===== config.mk =====
export PLATFORM = sky130hd
export DESIGN_NAME = fpu_addsub_collector
export DESIGN_NICKNAME = d
export VERILOG_FILES = /design/src/rtl/fpu_pkg.sv /design/src/rtl/fpu_result_fifo.sv /design/src/rtl/fpu_addsub_collector.sv
export SDC_FILE = /design/constraint.sdc
export NUM_CORES = 1
export LEC_CHECK = 0
export ABC_AREA = 1
export CORE_UTILIZATION = 60
export CTS_CLUSTER_SIZE = 30
export DETAILED_ROUTE_END_ITERATION = 6
export HOLD_SLACK_MARGIN = 0.1
export PLACE_DENSITY_LB_ADDON = 0.1
export SLEW_MARGIN = 20
export SYNTH_ARGS = -nofsm -noshare
export SYNTH_HDL_FRONTEND = slang
export SYNTH_SLANG_ARGS = --single-unit
export TNS_END_PERCENT = 50

===== constraint.sdc =====
create_clock -name clk -period 3.21 [get_ports clk]
set_input_delay 0.4815 -clock clk [delete_from_list [all_inputs] [get_ports clk]]
set_output_delay 0.4815 -clock clk [all_outputs]
set_load 0.1 [all_outputs]

===== src/rtl/fpu_pkg.sv =====
// Shared FP64 field constants, collector FIFO entry layout and result classifier.
// FPU_RESULT_CLASSIFY_EN adds per-entry class flags to the entry layout.
package fpu_pkg;

  localparam int          SIGN_BIT   = 63;
  localparam int          EXP_MSB    = 62;
  localparam int          EXP_LSB    = 52;
  localparam int          MANT_W     = 52;
  localparam logic [10:0] EXP_ALL1   = 11'h7FF;
  localparam int          COLL_TAG_W = 4;

  typedef struct packed {
    logic is_zero;
    logic is_denorm;
    logic is_inf_nan;
  } fp_class_t;

  // The tag field width is fixed here; collectors use COLL_TAG_W as their tag width.
  typedef struct packed {
    logic [SIGN_BIT:0]     result;
    logic                  exception;
    logic [COLL_TAG_W-1:0] tag;
`ifdef FPU_RESULT_CLASSIFY_EN
    fp_class_t             cls;
`endif
  } coll_entry_t;

  function automatic fp_class_t fp_classify(input logic [SIGN_BIT:0] r);
    fp_class_t              c;
    logic [EXP_MSB-EXP_LSB:0] e;
    logic [MANT_W-1:0]      m;
    e = r[EXP_MSB:EXP_LSB];
    m = r[MANT_W-1:0];
    c.is_zero    = (e == '0) && (m == '0);
    c.is_denorm  = (e == '0) && (m != '0);
    c.is_inf_nan = (e == EXP_ALL1);
    return c;
  endfunction

endpackage


===== src/rtl/fpu_result_fifo.sv =====
// Synchronous FIFO with async active-low reset; storage is cleared on reset so
// the head reads as zero until the first write.
module fpu_result_fifo #(
  parameter int DEPTH = 4,
  parameter int WIDTH = 8
) (
  input  logic                   clk,
  input  logic                   rst_n,
  input  logic                   push,
  input  logic                   pop,
  input  logic [WIDTH-1:0]       wdata,
  output logic [WIDTH-1:0]       rdata,
  output logic [$clog2(DEPTH):0] level,
  output logic                   full,
  output logic                   empty
);

  localparam int PW = $clog2(DEPTH);
  localparam logic [PW-1:0] PTR_ONE  = PW'(1);
  localparam logic [PW:0]   LVL_ONE  = (PW+1)'(1);
  localparam logic [PW:0]   LVL_FULL = (PW+1)'(DEPTH);

  logic [WIDTH-1:0] mem [DEPTH];
  logic [PW-1:0]    wr_ptr;
  logic [PW-1:0]    rd_ptr;
  logic             do_pop;

  assign do_pop = pop & ~empty;
  assign full   = (level == LVL_FULL);
  assign empty  = (level == '0);
  assign rdata  = mem[rd_ptr];

  // Pointers wrap naturally because DEPTH is a power of two.
  always_ff @(posedge clk or negedge rst_n) begin
    if (!rst_n) begin
      for (int i = 0; i < DEPTH; i++) mem[i] <= '0;
      wr_ptr <= '0;
      rd_ptr <= '0;
      level  <= '0;
    end else begin
      if (push) begin
        mem[wr_ptr] <= wdata;
        wr_ptr      <= wr_ptr + PTR_ONE;
      end
      if (do_pop) rd_ptr <= rd_ptr + PTR_ONE;
      case ({push, do_pop})
        2'b10:   level <= level + LVL_ONE;
        2'b01:   level <= level - LVL_ONE;
        default: level <= level;
      endcase
    end
  end

endmodule


===== src/rtl/fpu_addsub_collector.sv =====
// Collects FP64 add/sub results: tracks tags through the adder's enable-gated
// pipe and buffers tagged results. FPU_RESULT_CLASSIFY_EN adds class-flag outputs.
module fpu_addsub_collector
  import fpu_pkg::*;
#(
  parameter int LATENCY = 2,
  parameter int DEPTH   = 4,
  parameter int TAG_W   = COLL_TAG_W
) (
  input  logic                   clk,
  input  logic                   rst_n,
  input  logic                   enable,
  input  logic                   issue_valid,
  input  logic [TAG_W-1:0]       issue_tag,
  output logic                   issue_ready,
  input  logic [63:0]            add_result,
  input  logic                   add_exception,
  output logic                   out_valid,
  input  logic                   out_ready,
  output logic [63:0]            out_result,
  output logic                   out_exception,
  output logic [TAG_W-1:0]       out_tag,
`ifdef FPU_RESULT_CLASSIFY_EN
  output logic                   out_is_zero,
  output logic                   out_is_denorm,
  output logic                   out_is_inf_nan,
`endif
  output logic [$clog2(DEPTH):0] inflight
);

  localparam int CNT_W = $clog2(DEPTH) + 1;
  localparam logic [CNT_W-1:0] CNT_ONE   = CNT_W'(1);
  localparam logic [CNT_W:0]   SUM_DEPTH = (CNT_W+1)'(DEPTH);

  // Handshakes: a transfer happens on a rising edge where valid & ready are both
  // high. issue_ready depends only on registered counts, enable and reset, never on
  // issue_valid or out_ready; out_valid is the registered FIFO-not-empty state.
  logic               accept;
  logic               push;
  logic               pop;
  logic [CNT_W-1:0]   level;
  logic [CNT_W:0]     committed;
  logic               fifo_full;
  logic               fifo_empty;
  logic [LATENCY-1:0] pipe_v;
  logic [TAG_W-1:0]   pipe_tag [LATENCY];
  coll_entry_t        wr_entry;
  coll_entry_t        rd_entry;

  // Every op already accepted owns a FIFO slot, so a push can never find it full.
  assign committed   = {1'b0, level} + {1'b0, inflight};
  assign issue_ready = rst_n & enable & (committed < SUM_DEPTH);
  assign accept      = issue_valid & issue_ready;
  assign push        = enable & pipe_v[LATENCY-1];
  assign out_valid   = ~fifo_empty;
  assign pop         = out_valid & out_ready;

  always_ff @(posedge clk or negedge rst_n) begin
    if (!rst_n) begin
      pipe_v <= '0;
      for (int i = 0; i < LATENCY; i++) pipe_tag[i] <= '0;
    end else if (enable) begin
      pipe_v[0]   <= accept;
      pipe_tag[0] <= issue_tag;
      for (int i = 1; i < LATENCY; i++) begin
        pipe_v[i]   <= pipe_v[i-1];
        pipe_tag[i] <= pipe_tag[i-1];
      end
    end
  end

  always_ff @(posedge clk or negedge rst_n) begin
    if (!rst_n) begin
      inflight <= '0;
    end else begin
      case ({accept, push})
        2'b10:   inflight <= inflight + CNT_ONE;
        2'b01:   inflight <= inflight - CNT_ONE;
        default: inflight <= inflight;
      endcase
    end
  end

  always_comb begin
    wr_entry           = '0;
    wr_entry.result    = add_result;
    wr_entry.exception = add_exception;
    wr_entry.tag       = pipe_tag[LATENCY-1];
`ifdef FPU_RESULT_CLASSIFY_EN
    wr_entry.cls       = fp_classify(add_result);
`endif
  end

  fpu_result_fifo #(
    .DEPTH (DEPTH),
    .WIDTH ($bits(coll_entry_t))
  ) u_fifo (
    .clk   (clk),
    .rst_n (rst_n),
    .push  (push & ~fifo_full),
    .pop   (pop),
    .wdata (wr_entry),
    .rdata (rd_entry),
    .level (level),
    .full  (fifo_full),
    .empty (fifo_empty)
  );

  assign out_result    = rd_entry.result;
  assign out_exception = rd_entry.exception;
  assign out_tag       = rd_entry.tag;
`ifdef FPU_RESULT_CLASSIFY_EN
  assign out_is_zero    = rd_entry.cls.is_zero;
  assign out_is_denorm  = rd_entry.cls.is_denorm;
  assign out_is_inf_nan = rd_entry.cls.is_inf_nan;
`endif

endmodule


==> results.txt, run 1 <==
Outcome - complete, no violations
Die footprint - 24800 sq um
Post-Syn Area - 14500 sq um
Placed cell count - 2138
Chip width - 157 microns
# rows - 56
Fmax - 344 MHz
Drt wl/cell - 17.9 microns
Number of clock sinks - 296
Syn_area_per_cell - 7.98 sq um
Yosys top cell by area - dfrtp_1
Final setup vio count - 0
DRT Wirelength - 39300 microns
Minimum clock period - 2.91 ns
Post-synthesis cell type count - 23
Initial DRC Count - 1656
Vias in the first global route - 12500
Register area share after synthesis - 51.1%
Number of port buffers - 147
Starting Density - 61.5%
Yosys reg bits - 296
Syn. warnings - 0
Longest Clk Path Bufs - 3
WP data required - 2.73 ns
Clock Skews - 0.00912 ns
Largest cells by area after synthesis - dfrtp_1 (51%), nand2_1 (16%), nand4_1 (12%)
Cell count after synthesis - 1814
Largest net degree at the start of global routing - 166
RePlAce Congestion - 0.785
Via-to-Cell Ratio - 6.06
# fillers - 1773
TritonCTS Buffers - 30
Period Utilization, post-route - 90.7%
DR DRC count - 0
Post-CTS setup buffers - 0
CTS root buffer - clkbuf_16
HPWL Detailed - 20500 microns
Setup TNS after final layout - 0 ns
Non-Filler Instances - 2193
H-tree depth - 1
Worst hold path class - input pin to asynchronous set/reset pin
Setup crit start kind - register
Die Span Y - 157 microns
Slew Viols, Final - 0
Via count - 13300
# Max-Cap Violations - 0
Net Count, Synth - 1898
WP data arrival - 2.43 ns
RSZ-0062 raised after global routing - false
CP max FO - 62
Reg2Reg Depth - 10
Hold Slack - 0.419 ns
Crit end category - primary output
Grt total ovfl - 0
Core area - 23500 sq um
Yosys top cell area share - 51.1%
CTS tree - built
Num ports - 148
First-pass GRT wire length - 64300 microns
Nets - 1936
Share of post-route cells with drive strength above 1 - 8.60%
Initial antenna violation count - 1
Antenna Violating Nets Remaining - 0
Final Hold Vio Count - 0
Clk Latency, worst-skew pair - 0.55 ns
Total Routing Usage GR - 32.4%
CTS clk-pin slew, worst paths - 0.06 ns
Least-Margin Pin Slew - 0.935 ns
Relative slew slack - 37.6%
Syn-to-layout area delta - 20.9%
Pre-antenna DRT Iters - 6
Critical path class - register to primary output
## placed cells by master, fill, tap and decap left out, drive strengths merged
cell type      instances
and3                   1
buf                  102
bufinv                 2
clkbuf                49
clkdlybuf4s50         72
clkinv                 5
dfrtp                296
diode                  1
dlygate4sd3            1
fa                     2
ha                     8
inv                   16
nand2                608
nand3                 11
nand4                279
nor2                 210
o21ai                209
xnor2                  2
## metal layers
metal | routed length (microns) | vias up | part of all wire (%) | global-route usage [%]
met5 | 0 | - | 0 | 0
met4 | 694 | 0 | 1.8 | 9.43
met3 | 3320 | 67 | 8.4 | 4.87
met2 | 19000 | 634 | 48 | 52.8
met1 | 16400 | 6409 | 42 | 45.3
li1 | - | 6175 | - | -
## path summary, 6_finish.rpt
path | to | start | slack [ns]
worst max-delay path | out_result[29] | u_fifo.rd_ptr[0] | 0.30
worst min-delay path | pipe_v[0] | rst_n | 0.42
worst max register to register | u_fifo.level[2] | u_fifo.level[0] | 0.92
worst min register to register | u_fifo.mem[160] | u_fifo.mem[160] | 0.46
max in group asynchronous | u_fifo.mem[258] | rst_n | 1.54
min in group clk | u_fifo.mem[160] | u_fifo.mem[160] | 0.46
## metrics by stage
stage,setup slack (ns),util [%],instance area (sq um)
global placement,0.746,70.0,16500
global route,0.200,74.4,17500
floorplan,-0.376,-,14500
CTS,0.313,74.4,17500
detailed placement,0.697,70.0,16500
finish,0.299,74.4,17500
## worst max-delay path, stage by stage, from the launching register on
cell and delay [ns]:
dfrtp_4 0.49, clkinv_2 0.07, buf_4 0.50, o21ai_0 0.20, o21ai_0 0.37, buf_12 0.23
## synthesized netlist by cell type
cell type and count:
xnor2_1 2, nand2_2 1, inv_1 16, nand3_1 7, buf_4 37, buf_1 9, o21ai_1 7, ha_1 8
dfrtp_1 296, nand3_2 3, clkinv_1 1, nand4_1 279, nor2_2 1, buf_6 7, and3_1 1, nand3_4 1
o21ai_0 202, clkbuf_1 64, buf_2 52, inv_2 2, fa_1 2, nor2_1 209, nand2_1 607
## flip-flops by register name (all words and copies together) (netlist names)
signal and count:
u_fifo.rd_ptr 2, u_fifo.wr_ptr 2, inflight 3, pipe_v 2, pipe_tag 8, u_fifo.mem 276, u_fifo.level 3
## cell families after synthesis
group,share of synthesized area [%]
buf+inv,6.64
xor+xnor,0.121
flops,51.1
simple gates,33.9
fa+ha+maj,0.968
compound gates,7.22
## layout make-up
cell class / instances / area [sq um] / share of cell area (%)
Sequential cell: 296 / 7410 / 42.3
Tap cell: 319 / 399 / 2.28
Clock buffer: 49 / 943 / 5.39
Multi-Input combinational cell: 1330 / 6140 / 35.0
Antenna cell: 1 / 2.50 / 0.0143
Inverter: 19 / 81.3 / 0.464
Timing Repair Buffer: 175 / 2470 / 14.1
Clock inverter: 4 / 70.1 / 0.400
## timing repair
item | 4_1_cts | 5_1_grt
setup endpoints to repair | 0 | 0
gates resized for setup | 0 | 0
hold buffers | 1 | 0
hold endpoints to repair | 45 | 0
Power of run 1 is left out: the tool's default activity adds up to more than one toggle a clock period on the data nets, which glitch-free logic cannot reach.
==> inputs of run 2 (changes only) <==
CORE_MARGIN = 2   (was unset)
==> results.txt, run 2 (same netlist as run 1, synthesis figures left out) <==
Setup crit start kind - register
First-pass GRT wire length - 67000 microns
Outcome - complete, no violations
Initial DRC Count - 1655
CTS clk-pin slew, worst paths - 0.06 ns
Antenna Violating Nets Remaining - 0
Number of port buffers - 147
CP top delay family - buffers and inverters
Via-to-Cell Ratio - 6.10
Hold_buf cts - 1
CTS tree - built
Post-CTS setup buffers - 0
Most frequent cells in the layout - nand2_1 (607), dfrtp_1 (295), nand4_1 (279)
CP bufs+invs - 3
Core area - 23600 sq um
Die footprint - 25400 sq um
Top flop regs - u_fifo.mem (276), pipe_tag (8)
# rows - 56
Pre-antenna DRT Iters - 6
Worst R2R Start - u_fifo.level[0]
Clock Skews - 0.0118 ns
CTS resizes - 0
Worst hold path class - input pin to asynchronous set/reset pin
Relative slew slack - 33.8%
Register area - 7410 sq um
Fmax - 343 MHz
Multi-input logic area - 6140 sq um
CP Cell Sequence - clkinv_2, buf_4, o21ai_0, o21ai_1, buf_12
Hold Slack - 0.410 ns
TritonCTS Buffers - 31
End of the worst register-to-register path - u_fifo.level[2]
Finished Core Util - 74.6%
CTS root buffer - clkbuf_16
Via count - 13400
Slew Viols, Final - 0
RePlAce Congestion - 0.785
Share of post-route cells with drive strength above 1 - 8.95%
Die Span Y - 159 microns
Setup TNS after final layout - 0 ns
Largest net degree at the start of global routing - 157
Initial antenna violation count - 3
Commonest non-fill, non-tap cell in the layout - nand2_1
Worst R2R Setup Slack - 1.00 ns
Total Routing Usage GR - 31.7%
DR DRC count - 0
Least-Margin Pin Slew - 0.993 ns
Max reg flops - 276
H-tree depth - 1
Grt total ovfl - 0
Crit path largest cell delay - 0.40 ns
Vias in the first global route - 12900
Minimum clock period - 2.91 ns
HPWL Detailed - 21300 microns
CP max FO - 29
Final Hold Vio Count - 0
Final setup vio count - 0
WP data arrival - 2.43 ns
DRT Wirelength - 40100 microns
Drt wl/cell - 18.2 microns
Crit end category - primary output
Num ports - 148
Critical path class - register to primary output
RSZ-0062 raised after global routing - false
WP data required - 2.73 ns
Starting Density - 61.3%
Period Utilization, post-route - 90.8%
Number of clock sinks - 296
Nets - 1939
Clk Latency, worst-skew pair - 0.56 ns
# fillers - 1792
# Max-Cap Violations - 0
Slowest CP cell - dfrtp_1
Reg2Reg Depth - 10
Syn-to-layout area delta - 21.7%
Most flops, register - u_fifo.mem
Longest Clk Path Bufs - 3
Chip width - 159 microns
[run 2: changes by cell type in the layout (fill, tap and decap cells not counted), moves of 2 or more]
cell and delta:
clkbuf_1 -2, clkbuf_8 -2, bufinv_16 +2, buf_12 +2
inv_6 +3
[run 2: final cells by class]
cell class,instances,share of cell area [%]
clock buffer,45,5.15
multi-input combinational,1330,34.8
antenna,2,0.0284
timing repair buffer,177,14.3
tap,319,2.26
sequential,296,42.1
inverter,19,0.462
clock inverter,11,0.959
[run 2: worst max path at each step]
stage | endpoint | depth (start not counted) | start
CTS | out_result[14] | 6 | u_fifo.rd_ptr[1]
detailed placement | u_fifo.level[1] | 8 | enable
floorplan | out_result[55] | 6 | u_fifo.rd_ptr[0]
global route | out_result[18] | 6 | u_fifo.rd_ptr[1]
finish | out_result[22] | 5 | u_fifo.rd_ptr[1]
global placement | u_fifo.level[1] | 8 | enable
[run 2: metrics by stage]
stage,instance area [sq um],std cells,setup WS [ns]
6_report,17600,2199,0.296
5_1_grt,17600,2198,0.153
4_1_cts,17600,2197,0.283
3_5_place_dp,16500,2140,0.547
3_3_place_gp,16500,2140,0.611
2_1_floorplan,14500,1814,-0.376
[run 2: per-layer routing]
| metal | part of all wire (%) | vias up | track usage (%) |
|---|---|---|---|
| met3 | 8.7 | 75 | 5.73 |
| met2 | 49 | 672 | 51.8 |
| met5 | 0 | - | 0 |
| met4 | 2.2 | 0 | 9.17 |
| met1 | 40 | 6481 | 43.7 |
| li1 | - | 6194 | - |
Power of run 2 is left out for the same reason.
==> inputs of run 3 (changes only) <==
ABC_AREA = unset   (was 1)
==> results.txt, run 3 <==
Final Hold Vio Count - 0
Syn. warnings - 0
Initial DRC Count - 255
Largest cells by area after synthesis - dfrtp_1 (58%), mux2_2 (22%), mux4_2 (12%)
DR DRC count - 0
Reg2Reg Depth - 9
Die Span Y - 150 microns
Pre-antenna DRT Iters - 4
Total Routing Usage GR - 24.0%
Slowest CP cell - dfrtp_4
Most frequent cells in the layout - dfrtp_1 (294), mux2_2 (246), buf_4 (85)
Crit path largest cell delay - 0.70 ns
Clk Latency, worst-skew pair - 0.54 ns
Least-Margin Pin Slew - 0.927 ns
Clock Skews - 0.00927 ns
DRT Wirelength - 26400 microns
CP Cell Sequence - buf_4, mux4_2, buf_4
Most common cell in the netlist - dfrtp_1
Starting Density - 61.1%
Number of port buffers - 147
Via count - 7123
Vias in the first global route - 7989
Minimum clock period - 2.83 ns
Top flop regs - u_fifo.mem (276), pipe_tag (8)
CP max FO - 19
Synth Flop Type - dfrtp_1
Max reg flops - 276
Post-synth EDFFs - 0
Register area share after synthesis - 57.7%
Worst hold path class - input pin to asynchronous set/reset pin
H-tree depth - 1
Setup crit start kind - register
Most flops, register - u_fifo.mem
Via-to-Cell Ratio - 5.96
Net Count, Synth - 829
CTS tree - built
Nets - 983
Commonest non-fill, non-tap cell in the layout - dfrtp_1
Chip width - 150 microns
Cell count after synthesis - 745
Fmax - 353 MHz
Post-Syn Area - 12800 sq um
Yosys top cell by area - dfrtp_1
Setup TNS after final layout - 0 ns
Crit end category - primary output
Number of clock sinks - 296
CP top delay family - flip-flops
Worst path depth - 3
CTS root buffer - clkbuf_16
Initial antenna violation count - 1
Slew Viols, Final - 0
HPWL Detailed - 16100 microns
FFs w/ async S/R, synth - 100%
Num ports - 148
Die footprint - 22600 sq um
Largest net degree at the start of global routing - 179
Syn-to-layout area delta - 20.6%
Commonest cells in the netlist - dfrtp_1 (296), mux2_2 (246), mux4_2 (69)
# Max-Cap Violations - 0
Drt wl/cell - 22.1 microns
Critical path class - register to primary output
Period Utilization, post-route - 88.1%
TritonCTS Buffers - 31
Share of post-route cells with drive strength above 1 - 49.8%
RePlAce Congestion - 0.740
Post-synthesis cell type count - 25
# rows - 53
CTS clk-pin slew, worst paths - 0.06 ns
Worst path most repeated cell - buf_4
CP bufs+invs - 2
Yosys top cell area share - 57.7%
Grt total ovfl - 0
Relative slew slack - 38.2%
WP data arrival - 2.35 ns
Longest Clk Path Bufs - 3
Antenna Violating Nets Remaining - 0
Yosys reg bits - 296
Outcome - complete, no violations
WP data required - 2.73 ns
Core area - 21000 sq um
First-pass GRT wire length - 42300 microns
RSZ-0062 raised after global routing - false
Syn_area_per_cell - 17.2 sq um
Finished Core Util - 73.6%
Final setup vio count - 0
## run 3: changes by cell type in the layout (fill, tap and decap cells not counted), sizes merged, moves of 5 or more
| cell | previous run | this run |
|---|---|---|
| nand2 | 608 | 2 |
| mux2 | 0 | 286 |
| nand4 | 279 | 1 |
| o21ai | 209 | 1 |
| nor2 | 210 | 3 |
| mux4 | 0 | 69 |
| buf | 104 | 94 |
| nand3 | 11 | 1 |
| inv | 19 | 11 |
| nor3b | 0 | 5 |
| xor2 | 0 | 5 |
## run 3: path summary, 6_finish.rpt
kind                                  start         endpoint  slack [ns]
hold / removal                        rst_n      inflight[2]        0.13
min in group clk              u_fifo.mem[2]    u_fifo.mem[2]        0.48
max in group asynchronous             rst_n  u_fifo.mem[233]        1.90
hold reg to reg               u_fifo.mem[2]    u_fifo.mem[2]        0.48
setup reg to reg                inflight[2]      inflight[2]        0.88
setup / recovery           u_fifo.rd_ptr[0]   out_result[42]        0.38
## run 3: kinds of logic (layout without fill, tap and decap cells)
family          count (synthesis)  count (layout)  synth area share [%]
compound gates                  2               2                 0.107
xor+xnor                        9               9                 0.614
mux                           357             357                  37.3
buf+inv                        56             230                  2.25
flops                         296             296                  57.7
simple gates                   15              15                 0.887
other cells                     0               2                     0
fa+ha+maj                      10              10                  1.09
## run 3: cell type report
class	count	area, sq um
Antenna cell	2	5.00
Clock buffer	48	900
Clock inverter	5	75.1
Fill cell	1291	5540
Inverter	11	41.3
Multi-Input combinational cell	393	5170
Sequential cell	296	7410
Tap cell	275	344
Timing Repair Buffer	166	1530
## run 3: metal layers
metal | vias up | track usage (%) | wire length [microns]
li1 | 3074 | - | -
met1 | 3856 | 30.1 | 10600
met4 | 0 | 6.84 | 582
met3 | 46 | 5.00 | 1370
met5 | - | 0 | 0
met2 | 147 | 42.4 | 13800
## run 3: per-stage QoR
| step | std cells | hold slack (ns) | worst slack, ns | area (sq um) |
|---|---|---|---|---|
| after CTS | 1193 | 0.192 | 0.0483 | 15500 |
| final | 1196 | 0.133 | 0.381 | 15500 |
| after detailed placement | 1140 | 0.474 | 0.586 | 14500 |
| after floorplan | 745 | 0.186 | 0.276 | 12800 |
| after global routing | 1195 | 0.234 | 0.274 | 15500 |
| after global placement | 1140 | 0.462 | 0.640 | 14500 |
## run 3: worst reg2reg max path, delay by kind of cell (launching register included)
kind | cells | cell delay [ns]
buffers and inverters | 1 | 0.07
XOR/XNOR | 2 | 0.32
AND/OR/NAND/NOR | 3 | 0.67
flip-flops | 1 | 0.41
adder cells (fa/ha/maj) | 3 | 0.75
## run 3: timing repair
action,in CTS,in global routing
setup endpoints to repair,0,10
buffers inserted,0,1
hold endpoints to repair,0,0
hold buffers,0,0
resized for setup,0,0
Power of run 3 is left out for the same reason.
